File: config.mk
export PLATFORM = sky130hd
export DESIGN_NAME = aes_debug_probe
export DESIGN_NICKNAME = d
export VERILOG_FILES = /design/src/rtl/aes_dbg_pkg.sv /design/src/rtl/aes_debug_probe_buf.sv /design/src/rtl/aes_debug_probe.sv
export SDC_FILE = /design/constraint.sdc
export NUM_CORES = 1
export LEC_CHECK = 0
export CORE_UTILIZATION = 43
export CTS_BUF_LIST = sky130_fd_sc_hd__clkbuf_8
export DETAILED_ROUTE_END_ITERATION = 12
export GPL_TIMING_DRIVEN = 0
export PLACE_DENSITY = 0.64
export SLEW_MARGIN = 5
export SYNTH_ARGS = -nofsm -noshare
export SYNTH_HDL_FRONTEND = slang
export SYNTH_HIERARCHICAL = 1
export SYNTH_SLANG_ARGS = --single-unit
File: constraint.sdc
create_clock -name clk -period 5.8 [get_ports clk]
set_clock_uncertainty 0.2 [all_clocks]
set_input_delay 1.16 -clock clk [delete_from_list [all_inputs] [get_ports clk]]
set_output_delay 1.16 -clock clk [all_outputs]
set_load 0.05 [all_outputs]
File: src/rtl/aes_dbg_pkg.sv
// Shared definitions for the AES debug probe.
//
// Contents:
//   - Mode encodings for the two-bit mode field of the switch bank.
//   - The capture FSM state type.
//   - Helper functions that locate each field inside the synchronised
//     switch word, given the channel-select width and the buffer index width.
//
// Switch word layout, LSB first:
//   sel  : [SEL_W-1:0]
//   mode : [SEL_W+1:SEL_W]
//   idx  : [SEL_W+2 +: IDX_W]
//   arm  : [SW_W-1]
package aes_dbg_pkg;

    localparam logic [1:0] MODE_LIVE     = 2'b00;
    localparam logic [1:0] MODE_FREEZE   = 2'b01;
    localparam logic [1:0] MODE_STATUS   = 2'b10;
    localparam logic [1:0] MODE_READBACK = 2'b11;

    typedef enum logic [1:0] {
        ST_IDLE  = 2'd0,
        ST_ARMED = 2'd1,
        ST_DONE  = 2'd2
    } cap_state_e;

    // Lowest bit of the mode field
    function automatic int mode_lsb(input int sel_w);
        return sel_w;
    endfunction

    // Lowest bit of the readback index field
    function automatic int idx_lsb(input int sel_w);
        return sel_w + 2;
    endfunction

    // First bit above the index field (spare bits up to the arm switch)
    function automatic int spare_lsb(input int sel_w, input int idx_w);
        return sel_w + 2 + idx_w;
    endfunction

    // Width of the status word: cap_sel, state and wr_ptr (IDX_W+1 bits)
    function automatic int status_w(input int sel_w, input int idx_w);
        return sel_w + 2 + idx_w + 1;
    endfunction

endpackage

File: src/rtl/aes_debug_probe_buf.sv
// Capture buffer for the AES debug probe.
//
// Simple dual-port RAM, DEPTH words of DATA_W bits, one write port and one
// read port with a registered output, written so synthesis maps it to
// on-chip block memory.  Contents are never reset.
//
// Ports:
//   clk      in   clock
//   we_i     in   write enable
//   waddr_i  in   write address
//   wdata_i  in   write data
//   raddr_i  in   read address
//   rdata_o  out  read data, valid one cycle after raddr_i
module dbg_capture_buf #(
    parameter int DEPTH  = 16,
    parameter int DATA_W = 32,
    parameter int AW     = $clog2(DEPTH)
) (
    input  logic              clk,
    input  logic              we_i,
    input  logic [AW-1:0]     waddr_i,
    input  logic [DATA_W-1:0] wdata_i,
    input  logic [AW-1:0]     raddr_i,
    output logic [DATA_W-1:0] rdata_o
);

    logic [DATA_W-1:0] mem_q [DEPTH];
    logic [DATA_W-1:0] rdata_q;

    // Write port and registered read port share the clock.  A read of the
    // address being written in the same cycle returns the old contents.
    always_ff @(posedge clk) begin
        if (we_i) begin
            mem_q[waddr_i] <= wdata_i;
        end
        rdata_q <= mem_q[raddr_i];
    end

    assign rdata_o = rdata_q;

endmodule

File: src/rtl/aes_debug_probe.sv
// AES debug probe.
//
// Picks one of CH_COUNT probe channels with the board switches and shows it
// on a registered debug word.  Besides the live view it can freeze a value,
// capture DEPTH beats of one channel after an arm edge, report capture
// status, and read the capture buffer back.
//
// Ports:
//   clk             in   system clock
//   rst             in   asynchronous active-high reset
//   ch_data         in   packed channels, channel k at [k*DATA_W +: DATA_W]
//   ch_valid        in   per-channel beat strobe
//   switch_entrada  in   raw asynchronous switch levels
//   debug_data      out  registered probe output
//   capture_done    out  high while the capture buffer is full
//   armed           out  high while a capture is in progress
//
// SW_W must be at least SEL_W+2+IDX_W+1 so the fields do not overlap.
module aes_debug_probe
    import aes_dbg_pkg::*;
#(
    parameter int CH_COUNT = 8,
    parameter int DATA_W   = 32,
    parameter int SW_W     = 18,
    parameter int DEPTH    = 16
) (
    input  logic                       clk,
    input  logic                       rst,
    input  logic [CH_COUNT*DATA_W-1:0] ch_data,
    input  logic [CH_COUNT-1:0]        ch_valid,
    input  logic [SW_W-1:0]            switch_entrada,
    output logic [DATA_W-1:0]          debug_data,
    output logic                       capture_done,
    output logic                       armed
);

    localparam int SEL_W    = $clog2(CH_COUNT);
    localparam int IDX_W    = $clog2(DEPTH);
    localparam int CNT_W    = IDX_W + 1;
    localparam int MODE_LSB = mode_lsb(SEL_W);
    localparam int IDX_LSB  = idx_lsb(SEL_W);
    localparam int STAT_W   = status_w(SEL_W, IDX_W);

    // Switch synchroniser and decoded fields
    logic [SW_W-1:0]   sw_meta_q;
    logic [SW_W-1:0]   sw_s_q;
    logic [SW_W-1:0]   sw_s_d;
    logic              arm_prev_q;
    logic [1:0]        mode_prev_q;
    logic [SEL_W-1:0]  sel;
    logic [1:0]        mode;
    logic              arm_evt;
    logic [IDX_W-1:0]  rd_idx;
    logic              sw_unused;

    // Capture FSM
    cap_state_e        state_q, state_d;
    logic [CNT_W-1:0]  wr_ptr_q, wr_ptr_d;
    logic [SEL_W-1:0]  cap_sel_q, cap_sel_d;
    logic              armed_q, done_q;
    logic              buf_we;

    // Output path
    logic [DATA_W-1:0] live_word;
    logic [DATA_W-1:0] cap_word;
    logic [DATA_W-1:0] status_word;
    logic [DATA_W-1:0] rd_data;
    logic [DATA_W-1:0] freeze_q, freeze_d;
    logic [DATA_W-1:0] dbg_q, dbg_d;
    logic              freeze_entry;

    // Two-flop synchroniser for the raw switch levels, plus the delayed
    // copies of the arm and mode fields used for edge detection.
    always_ff @(posedge clk or posedge rst) begin
        if (rst) begin
            sw_meta_q   <= '0;
            sw_s_q      <= '0;
            arm_prev_q  <= 1'b0;
            mode_prev_q <= MODE_LIVE;
        end else begin
            sw_meta_q   <= switch_entrada;
            sw_s_q      <= sw_s_d;
            arm_prev_q  <= sw_s_q[SW_W-1];
            mode_prev_q <= mode;
        end
    end

    assign sw_s_d  = sw_meta_q;
    assign sel     = sw_s_q[SEL_W-1:0];
    assign mode    = sw_s_q[MODE_LSB +: 2];
    assign arm_evt = sw_s_q[SW_W-1] & ~arm_prev_q;

    // The buffer has a registered read port, so its address is taken from
    // the value sw_s is about to load.  The RAM output then lines up with
    // sw_s and readback keeps the same 3-cycle switch latency as the other
    // modes.
    assign rd_idx  = sw_s_d[IDX_LSB +: IDX_W];

    // The index and spare bits of sw_s itself are not decoded.
    assign sw_unused = ^sw_s_q[SW_W-2:IDX_LSB];

    assign live_word = ch_data[sel*DATA_W +: DATA_W];
    assign cap_word  = ch_data[cap_sel_q*DATA_W +: DATA_W];

    // Capture FSM state register.  armed/capture_done are registered copies
    // of the next state so they track the state register exactly.
    always_ff @(posedge clk or posedge rst) begin
        if (rst) begin
            state_q   <= ST_IDLE;
            wr_ptr_q  <= '0;
            cap_sel_q <= '0;
            armed_q   <= 1'b0;
            done_q    <= 1'b0;
        end else begin
            state_q   <= state_d;
            wr_ptr_q  <= wr_ptr_d;
            cap_sel_q <= cap_sel_d;
            armed_q   <= (state_d == ST_ARMED);
            done_q    <= (state_d == ST_DONE);
        end
    end

    // Capture FSM next state.  An arm edge restarts capture from any state
    // and takes priority over a beat arriving in the same cycle, so that
    // beat is dropped.  The final write that fills the buffer moves to DONE
    // and wr_ptr stops at DEPTH.
    always_comb begin
        state_d   = state_q;
        wr_ptr_d  = wr_ptr_q;
        cap_sel_d = cap_sel_q;
        buf_we    = 1'b0;
        if (arm_evt) begin
            cap_sel_d = sel;
            wr_ptr_d  = '0;
            state_d   = ST_ARMED;
        end else begin
            case (state_q)
                ST_ARMED: begin
                    if (ch_valid[cap_sel_q]) begin
                        buf_we   = 1'b1;
                        wr_ptr_d = wr_ptr_q + CNT_W'(1);
                        if (wr_ptr_q == CNT_W'(DEPTH - 1)) begin
                            state_d = ST_DONE;
                        end
                    end
                end
                default: begin
                end
            endcase
        end
    end

    dbg_capture_buf #(
        .DEPTH  (DEPTH),
        .DATA_W (DATA_W),
        .AW     (IDX_W)
    ) u_buf (
        .clk     (clk),
        .we_i    (buf_we),
        .waddr_i (wr_ptr_q[IDX_W-1:0]),
        .wdata_i (cap_word),
        .raddr_i (rd_idx),
        .rdata_o (rd_data)
    );

    // Status word, LSB-aligned: wr_ptr in the low bits, then state, then
    // the latched capture channel.
    always_comb begin
        status_word = '0;
        status_word[STAT_W-1:0] = {cap_sel_q, state_q, wr_ptr_q};
    end

    // Output mux.  On the first cycle of FREEZE the selected channel goes
    // both into the freeze register and straight to the output, so the
    // frozen value appears with the usual switch latency and then holds.
    assign freeze_entry = (mode == MODE_FREEZE) && (mode_prev_q != MODE_FREEZE);

    always_comb begin
        freeze_d = freeze_q;
        dbg_d    = dbg_q;
        if (freeze_entry) begin
            freeze_d = live_word;
        end
        case (mode)
            MODE_LIVE:     dbg_d = live_word;
            MODE_FREEZE:   dbg_d = freeze_entry ? live_word : freeze_q;
            MODE_STATUS:   dbg_d = status_word;
            MODE_READBACK: dbg_d = rd_data;
            default:       dbg_d = live_word;
        endcase
    end

    // Output and freeze registers.
    always_ff @(posedge clk or posedge rst) begin
        if (rst) begin
            freeze_q <= '0;
            dbg_q    <= '0;
        end else begin
            freeze_q <= freeze_d;
            dbg_q    <= dbg_d;
        end
    end

    assign debug_data   = dbg_q;
    assign capture_done = done_q;
    assign armed        = armed_q;

endmodule

==> impl_metrics.ini, run 1 <==
[timing]
finalHoldViolCount = 0
relSlewSlack = 0.292
fmax_mhz = 240
tns_ns = 0
slew_viol_final = 0
rsz0062_at_grt = no
setup_viol = 0
period_needed_ns = 4.16
worstMarginPinSlew_ns = 1.06
fin_crit_sh = 0.717

[critical_path]
required_ns = 5.96
reg2reg_slack_ns = 2.08
critical_path_arrival_ns = 4.33
cp-end-kind = flop
cp-start-kind = primary input
path_cells = clkdlybuf4s50_1 > mux2_1 > mux4_2 > nand2_1 > nor2_1 > or3b_2 > nor3_2 > buf_4 > buf_4
slowest_delay_ns = 0.61
crit_top_cell = buf_4
crit_path_top_delay_cell = or3b_2
criticalPathCategory = in -> reg
crit_fanout = 10

[placement]
place_hpwl_mm = 57.9
place_area_sq_um = 32200
port_buffers = 309
gp_congestion = 0.924
dpl.cell_count = 2625

[pwr]
p_comb_frac = 0.173
p_per_area_nw_per_um2 = 323
power.share.clock = 0.317
p_sw_frac = 0.270
peakVddDrop_uv = 169
power.total_mw = 11.0
p_leak_nw = 11.5
switching_power_mw = 2.97
seqPwrFrac = 0.511
p_int_mw = 8.03

[finish]
drive_gt1_frac = 0.256
fin_util = 0.539
final_area_sq_um = 34000
layout.nets = 2163
final_cell_count_no_fill = 2805
nFillCells = 5015
synthToLayoutAreaGrowth_pct = 23.7

[routing]
dr.first_iter.drc_count = 1582
vias_per_cell = 5.91
drc = 0
wl_per_cell_microns = 28.2
vias = 16600
ant_nets = 0
drt_first_pass_iters = 5
drt_wl_total_mm = 79.1

[worst_hold_path]
hp-class = reg -> reg

[clock_tree]
ctsResizeCount = 0
cts_root_buf = clkbuf_8
clock_sinks = 639
clk_pin_slew_ns = 0.06
cts_made_buffers = 96
insertion_delay_ns = 0.68
clockBufferDepth = 3
cts_tree = built
cts_setup_buffers = 0
holdBufCountCts = 0
htree_levels = 3

[synth]
synth_edf_count = 512
yosysMostFrequentCell = edfxtp_1
async_flop_share = 0.149
synth_top_family_by_area = multiplexers
synth_common_cells = edfxtp_1, mux4_2, nand2_1
synth_cells = 1443
synth_xor_area_frac = 0
netlist.area_leader.share = 0.559
synth_nets = 1729
synth.mux.area_fraction = 0.239
synth_area_leaders = edfxtp_1, mux4_2, dfrtp_1
synth_seq_cells = 639
synth_area_per_cell_sq_um = 19.1
synthDistinctLibCells = 38
ys_seq_area_frac = 0.669
synthSimpleGateAreaFrac = 0.0291
synth_fa_ha_area_frac = 0.000910
synth_compound_gate_area_share = 0.0432
synth-warning-count = 6
synth_top_flop_cell = edfxtp_1
synthesis.area_sq_um = 27500
synth_largest_area_cell = edfxtp_1

[die]
die_y_microns = 255
start_util = 0.436
rows = 92
core_sq_um = 63100
die_width_microns = 255
io_pins = 318
die_area_sq_um = 65000

[global_route]
grt_pass1_vias = 17300
grt-ovfl-total = 0
grt_pass1_wl_mm = 114
grt_max_degree = 65
grtUsageTotal = 0.245
antenna_found_initial = 3

[outcome]
status = finished, final reports clean

[run]
maxCapViolCount = 0
## layout by cell type, fill, tap and decap left out, types with 4 or more instances in the layout
cell,Yosys,layout
a21oi_1,4,4
a221oi_1,10,10
a22oi_1,64,64
buf_1,16,16
buf_12,0,9
buf_16,0,4
buf_2,21,21
buf_4,13,22
buf_6,3,6
clkbuf_1,54,54
clkbuf_8,0,105
clkdlybuf4s50_1,0,309
clkinv_1,0,23
clkinv_2,0,13
clkinvlp_4,0,5
dfrtp_1,95,95
dfxtp_1,32,32
edfxtp_1,512,512
inv_1,3,28
mux2_2,33,33
mux2i_1,36,36
mux4_2,258,258
nand2_1,123,123
nand2b_1,15,15
nor2_1,26,14
nor2_4,0,12
nor2b_1,5,5
nor3_2,0,4
o21ai_0,24,24
o21ai_1,35,35
o2bb2ai_1,22,22
o31ai_1,10,10
## per-stage QoR
| step | worst slack, ns | hold slack, ns |
|---|---|---|
| global route | 1.57 | 0.150 |
| CTS | 1.72 | 0.150 |
| global placement | -2.31 | 0.138 |
| detailed placement | 0.981 | 0.136 |
| floorplan | 0.618 | 0.131 |
| finish | 1.64 | 0.148 |
## logic make-up (layout without fill, tap and decap cells)
group,after synthesis,count (layout)
AOI/OAI and AO/OA,174,174
adders and majority gates,2,2
buffers and inverters,110,623
DFF,639,639
muxes,330,330
other,0,3
and+or+nand+nor,188,188
## per-layer routing
| layer | vias to the layer above | GRT usage | wire length [microns] |
|---|---|---|---|
| met5 | - | 0 | 0 |
| met4 | 0 | 0.103 | 2660 |
| met3 | 128 | 0.0412 | 5670 |
| met2 | 792 | 0.398 | 38400 |
| met1 | 8757 | 0.328 | 32300 |
| li1 | 6888 | - | - |
## area by class of cell
cell class	count	area (sq um)	area share
well taps	846	1060	0.0311
diodes	3	7.51	0.000221
multi-input cells	694	8700	0.256
clock inverters	72	380	0.0112
inverters	3	13.8	0.000405
clock buffers	105	1450	0.0425
repair buffers	336	3510	0.103
flip-flops and latches	639	18400	0.541
plain buffers	107	499	0.0147
## worst max-delay path: cells and delay by family
family                 cells  cell delay (ns)
and+or+nand+nor            4             1.54
muxes                      2             0.47
buffers and inverters      3             1.13
## power by group through the flow
stage / Combinational, mW / Sequential [mW] / Clock (mW)
6_report: 1.90 / 5.62 / 3.49
5_1_grt: 2.01 / 5.64 / 3.75
4_1_cts: 1.90 / 5.61 / 3.56
3_5_place_dp: 1.90 / 5.71 / 0
3_3_place_gp: 1.78 / 5.71 / 0
2_1_floorplan: 0.962 / 5.78 / 0
## path summary, 6_finish.rpt
path / endpoint / startpoint / cells past startpoint
min in group asynchronous: debug_data[16] / rst / 2
max reg2reg: u_buf/mem_q[0][26] / cap_sel_q[0] / 9
min: sw_s_q[0] / sw_meta_q[0] / 0
max: u_buf/mem_q[0][26] / ch_valid[5] / 9
max in group asynchronous: sw_meta_q[0] / rst / 3
min reg2reg: sw_s_q[0] / sw_meta_q[0] / 0
## state kept, by name, indices dropped and copies added (netlist names), 2 cells and up
register / count
cap_sel_q: 3
debug_data: 32
freeze_q: 32
mode_prev_q: 2
state_q: 2
sw_meta_q: 10
sw_s_q: 6
u_buf/mem_q: 512
u_buf/rdata_o: 32
wr_ptr_q: 5
(Power assumes the default switching activity.)
==> inputs of run 2 (changes only) <==
Clock period 5.8 ns to 4.3 ns, I/O delays scaled along.
==> run 2 against run 1 <==
Compared with the run above:
- count of clock-buffer cells in the layout grew 4
- non-clock buffer count fell by 5
- sequential power grew 35%
- die area did not move
- sequential cell count unchanged
- largest cell class unchanged
- largest power group unchanged
==> impl_metrics.ini, run 2 (synthesis results as in run 1) <==
[outcome]
status = finished, final reports clean

[routing]
drt_wl_total_mm = 79.6
dr.max_layer_used = met4
wl_per_cell_microns = 28.4
vias_per_cell = 5.90
dr_wl_met2_mm = 38.4
dr.first_iter.drc_count = 1581
ant_nets = 0
vias = 16500
drc = 0
drt_first_pass_iters = 5
wl_met1_mm = 32.9
routed-wl-met3_mm = 6.17

[timing]
worstMarginPinSlew_ns = 1.10
rsz0062_at_grt = no
setup_viol = 0
hold_ws_ns = 0.145
relSlewSlack = 0.267
period_needed_ns = 3.52
slew_viol_final = 0
finalHoldViolCount = 0
fmax_mhz = 284
fin_crit_sh = 0.820
tns_ns = 0

[clock_tree]
clk_pin_slew_ns = 0.06
cts_tree = built
clockBufferDepth = 3
cts_made_buffers = 98
htree_levels = 3
insertion_delay_ns = 0.69
holdBufCountCts = 0
ctsResizeCount = 0
cts_setup_buffers = 0
clock_sinks = 639
cts_root_buf = clkbuf_8

[worst_hold_path]
hp-class = reg -> reg
min_to = sw_s_q[0]
holdPathStages = 0
hp-start = sw_meta_q[0]

[critical_path]
criticalPathCategory = in -> reg
cp-end-kind = flop
crit_path_top_delay_cell = nor3_4
crit_family = simple AND/OR/NAND/NOR gates
required_ns = 4.49
crit_top_cell = buf_16
rr_worst_depth = 8
path_buf_inv = 3
cp-start-kind = primary input
slowest_delay_ns = 0.68
path_cells = clkdlybuf4s50_1 > mux2_1 > mux4_2 > nand2_1 > nor2_1 > nand3b_1 > nor3_4 > buf_16 > buf_16
crit_fanout = 14
reg2reg_slack_ns = 0.85
critical_path_arrival_ns = 3.71
worstReg2RegStart = cap_sel_q[2]
reg2reg_to = u_buf/mem_q[4][25]

[global_route]
grt_max_degree = 66
grt_pass1_vias = 17300
grt-ovfl-total = 0
grtUsageTotal = 0.248
antenna_found_initial = 5
grt_pass1_wl_mm = 115

[finish]
synthToLayoutAreaGrowth_pct = 24.1
top_register = u_buf/mem_q
drive_gt1_frac = 0.254
final_area_sq_um = 34100
final_common_cell = edfxtp_1
largest_reg_flops = 512
mostFrequentLayoutCells = edfxtp_1, clkdlybuf4s50_1, mux4_2
final_cell_count_no_fill = 2800
layout.nets = 2160

[placement]
port_buffers = 309
place_hpwl_mm = 57.4
place_area_sq_um = 32200
gp_congestion = 0.911
dpl.cell_count = 2620

[pwr]
power.total_mw = 15.0
peakVddDrop_uv = 233
p_per_area_nw_per_um2 = 438
p_leak_nw = 11.5

[die]
die_width_microns = 255
rows = 92
die_y_microns = 255
core_sq_um = 63100
start_util = 0.436
io_pins = 318
die_area_sq_um = 65000

[run]
maxCapViolCount = 0
-- run 2: worst reg2reg max path: cells and delay by family, from the launching register on --
kind | cells | cell delay, ns
DFF | 1 | 0.32
buffers and inverters | 3 | 0.81
and+or+nand+nor | 4 | 1.44
muxes | 1 | 0.39
-- run 2: area by class of cell --
| cell class | count | area [sq um] |
|---|---|---|
| inverters | 3 | 13.8 |
| diodes | 2 | 5.00 |
| fillers | 5048 | 29000 |
| repair buffers | 331 | 3560 |
| clock inverters | 69 | 370 |
| plain buffers | 107 | 499 |
| clock buffers | 109 | 1500 |
| multi-input cells | 694 | 8720 |
| flip-flops and latches | 639 | 18400 |
| well taps | 846 | 1060 |
-- run 2: routing by layer --
metal	vias to the layer above	GRT usage
met5	-	0
met4	0	0.0885
met3	118	0.0446
met2	808	0.402
met1	8733	0.337
li1	6870	-
-- run 2: how the worst max path moves through the flow --
stage | from | endpoint | slack (ns) | cells past startpoint
after floorplan | ch_valid[3] | u_buf/mem_q[1][0] | 0.29 | 6
after global placement | ch_valid[1] | u_buf/mem_q[2][24] | -1.87 | 7
after detailed placement | ch_valid[1] | u_buf/mem_q[4][25] | 0.09 | 9
after CTS | ch_valid[1] | u_buf/mem_q[4][12] | 0.82 | 9
after global routing | cap_sel_q[2] | u_buf/mem_q[4][25] | 0.68 | 8
final | ch_valid[0] | u_buf/mem_q[4][25] | 0.78 | 9
-- run 2: report_power, final --
group	internal [mW]	switching, mW
Combinational	1.06	1.53
Sequential	7.42	0.182
Clock	2.45	2.32
-- run 2: per-stage QoR --
step | utilization | setup WS, ns
floorplan | - | 0.290
global placement | 0.502 | -1.87
detailed placement | 0.511 | 0.0872
CTS | 0.541 | 0.822
global route | 0.541 | 0.682
finish | 0.541 | 0.776
==> inputs of run 3 (changes only) <==
Clock period 4.3 ns to 3.3 ns, I/O delays scaled along.
==> run 3 against run 2 <==
Compared with the run above:
- worst setup slack got worse by 0.76 ns
- hold slack better by 0.0035 ns
- sequential cell count did not move
- critical endpoint is now u_buf/mem_q[5][29]
==> impl_metrics.ini, run 3 (synthesis results as in run 1) <==
[die]
die_area_sq_um = 65000
rows = 92
start_util = 0.436
io_pins = 318
die_width_microns = 255
core_sq_um = 63100
die_y_microns = 255

[clock_tree]
cts_tree = built
insertion_delay_ns = 0.69
clk_pin_slew_ns = 0.06
cts_root_buf = clkbuf_8
holdBufCountCts = 0
cts_made_buffers = 96
clock_sinks = 639
htree_levels = 3
clockBufferDepth = 3

[finish]
mostFrequentLayoutCells = edfxtp_1, clkdlybuf4s50_1, mux4_2
layout.nets = 2165
regArea_sq_um = 18400
nFillCells = 4994
largest_reg_flops = 512
final_cell_count_no_fill = 2810
multiInputGateArea_sq_um = 8740
drive_gt1_frac = 0.253
top_register = u_buf/mem_q
synthToLayoutAreaGrowth_pct = 24.4
final_common_cell = edfxtp_1

[global_route]
grtUsageTotal = 0.245
grt-ovfl-total = 0
grt_max_degree = 37
grt_pass1_vias = 17300
antenna_found_initial = 5
grt_pass1_wl_mm = 114

[routing]
vias_per_cell = 5.86
drc = 0
drt_wl_total_mm = 79.0
ant_nets = 0
drt_first_pass_iters = 5
vias = 16500
dr.first_iter.drc_count = 1651
wl_per_cell_microns = 28.1

[worst_hold_path]
holdPathStages = 0
hp-class = reg -> reg

[placement]
gp_congestion = 0.924
place_hpwl_mm = 56.6
dp_slack_ns = -0.907
dpl.cell_count = 2620
port_buffers = 309

[timing]
period_needed_ns = 3.29
fin_crit_sh = 0.996
slew_viol_final = 0
finalHoldViolCount = 0
hold_ws_ns = 0.148
relSlewSlack = 0.350
setup_viol = 0
worstMarginPinSlew_ns = 0.976
fmax_mhz = 304
rsz0062_at_grt = yes
setup_ws_ns = 0.0130

[critical_path]
critical_path_arrival_ns = 3.47
rr_worst_depth = 8
reg2reg_slack_ns = 0.01
required_ns = 3.48
cp-start-kind = flop
criticalPathCategory = reg -> reg
cp-end-kind = flop
crit_fanout = 21

[pwr]
p_per_area_nw_per_um2 = 567
p_leak_nw = 11.6
peakVddDrop_uv = 276
power.total_mw = 19.4

[run]
maxCapViolCount = 0

[outcome]
status = finished, final reports clean
-- run 3: changes by cell type in the layout (fill, tap and decap cells not counted), moves of 2 or more --
cell      delta
buf_16       +6
clkbuf_2     +2
inv_1        +6
clkinv_1     +7
buf_8        -4
clkbuf_1     -2
buf_4        +6
clkbuf_8     -8
-- run 3: critical path, cell delays in order, from the launching register on --
cell and delay (ns):
dfrtp_1 0.39, buf_6 0.16, mux2_1 0.21, mux4_2 0.33, nand2_4 0.08, nor2_4 0.13
nand3b_1 0.36, nor2_4 0.87, buf_16 0.23
-- run 3: cell type report --
cell class,instances,area share
Antenna cell,2,0.000146
Buffer,107,0.0147
Clock buffer,101,0.0406
Clock inverter,80,0.0120
Inverter,3,0.000439
Multi-Input combinational cell,694,0.256
Sequential cell,639,0.538
Tap cell,846,0.0309
Timing Repair Buffer,338,0.108
-- run 3: timing repair --
item,in CTS,in global routing
gates resized for setup,6,0
pin swaps,10,1
endpoints found under the hold margin,0,0
endpoints found under the setup margin,211,36
setup buffers,7,0
-- run 3: final timing paths --
check                        startpoint                 end
max                        cap_sel_q[0]  u_buf/mem_q[5][29]
min                        sw_meta_q[3]           sw_s_q[3]
max reg2reg                cap_sel_q[0]  u_buf/mem_q[5][29]
min reg2reg                sw_meta_q[3]           sw_s_q[3]
max in group asynchronous           rst        capture_done
min in group asynchronous           rst      debug_data[18]
-- run 3: power breakdown --
group | switching (mW) | internal (mW) | total, mW
clock network | 3.05 | 3.02 | 6.07
logic | 2.01 | 1.41 | 3.42
registers | 0.228 | 9.66 | 9.89
-- run 3: per-layer routing --
metal,GRT usage,vias to the layer above,wire (microns)
li1,-,6884,-
met1,0.324,8639,31500
met2,0.406,810,38500
met3,0.0490,128,6760
met4,0.0871,2,2250
met5,0,-,20
-- run 3: stage by stage --
step / area, sq um / setup TNS, ns / util
floorplan: 27600 / -61.88 / -
global placement: 31700 / -866.41 / 0.503
detailed placement: 32300 / -283.62 / 0.512
CTS: 34200 / 0 / 0.542
global route: 34200 / -3.17 / 0.542
finish: 34200 / 0 / 0.542
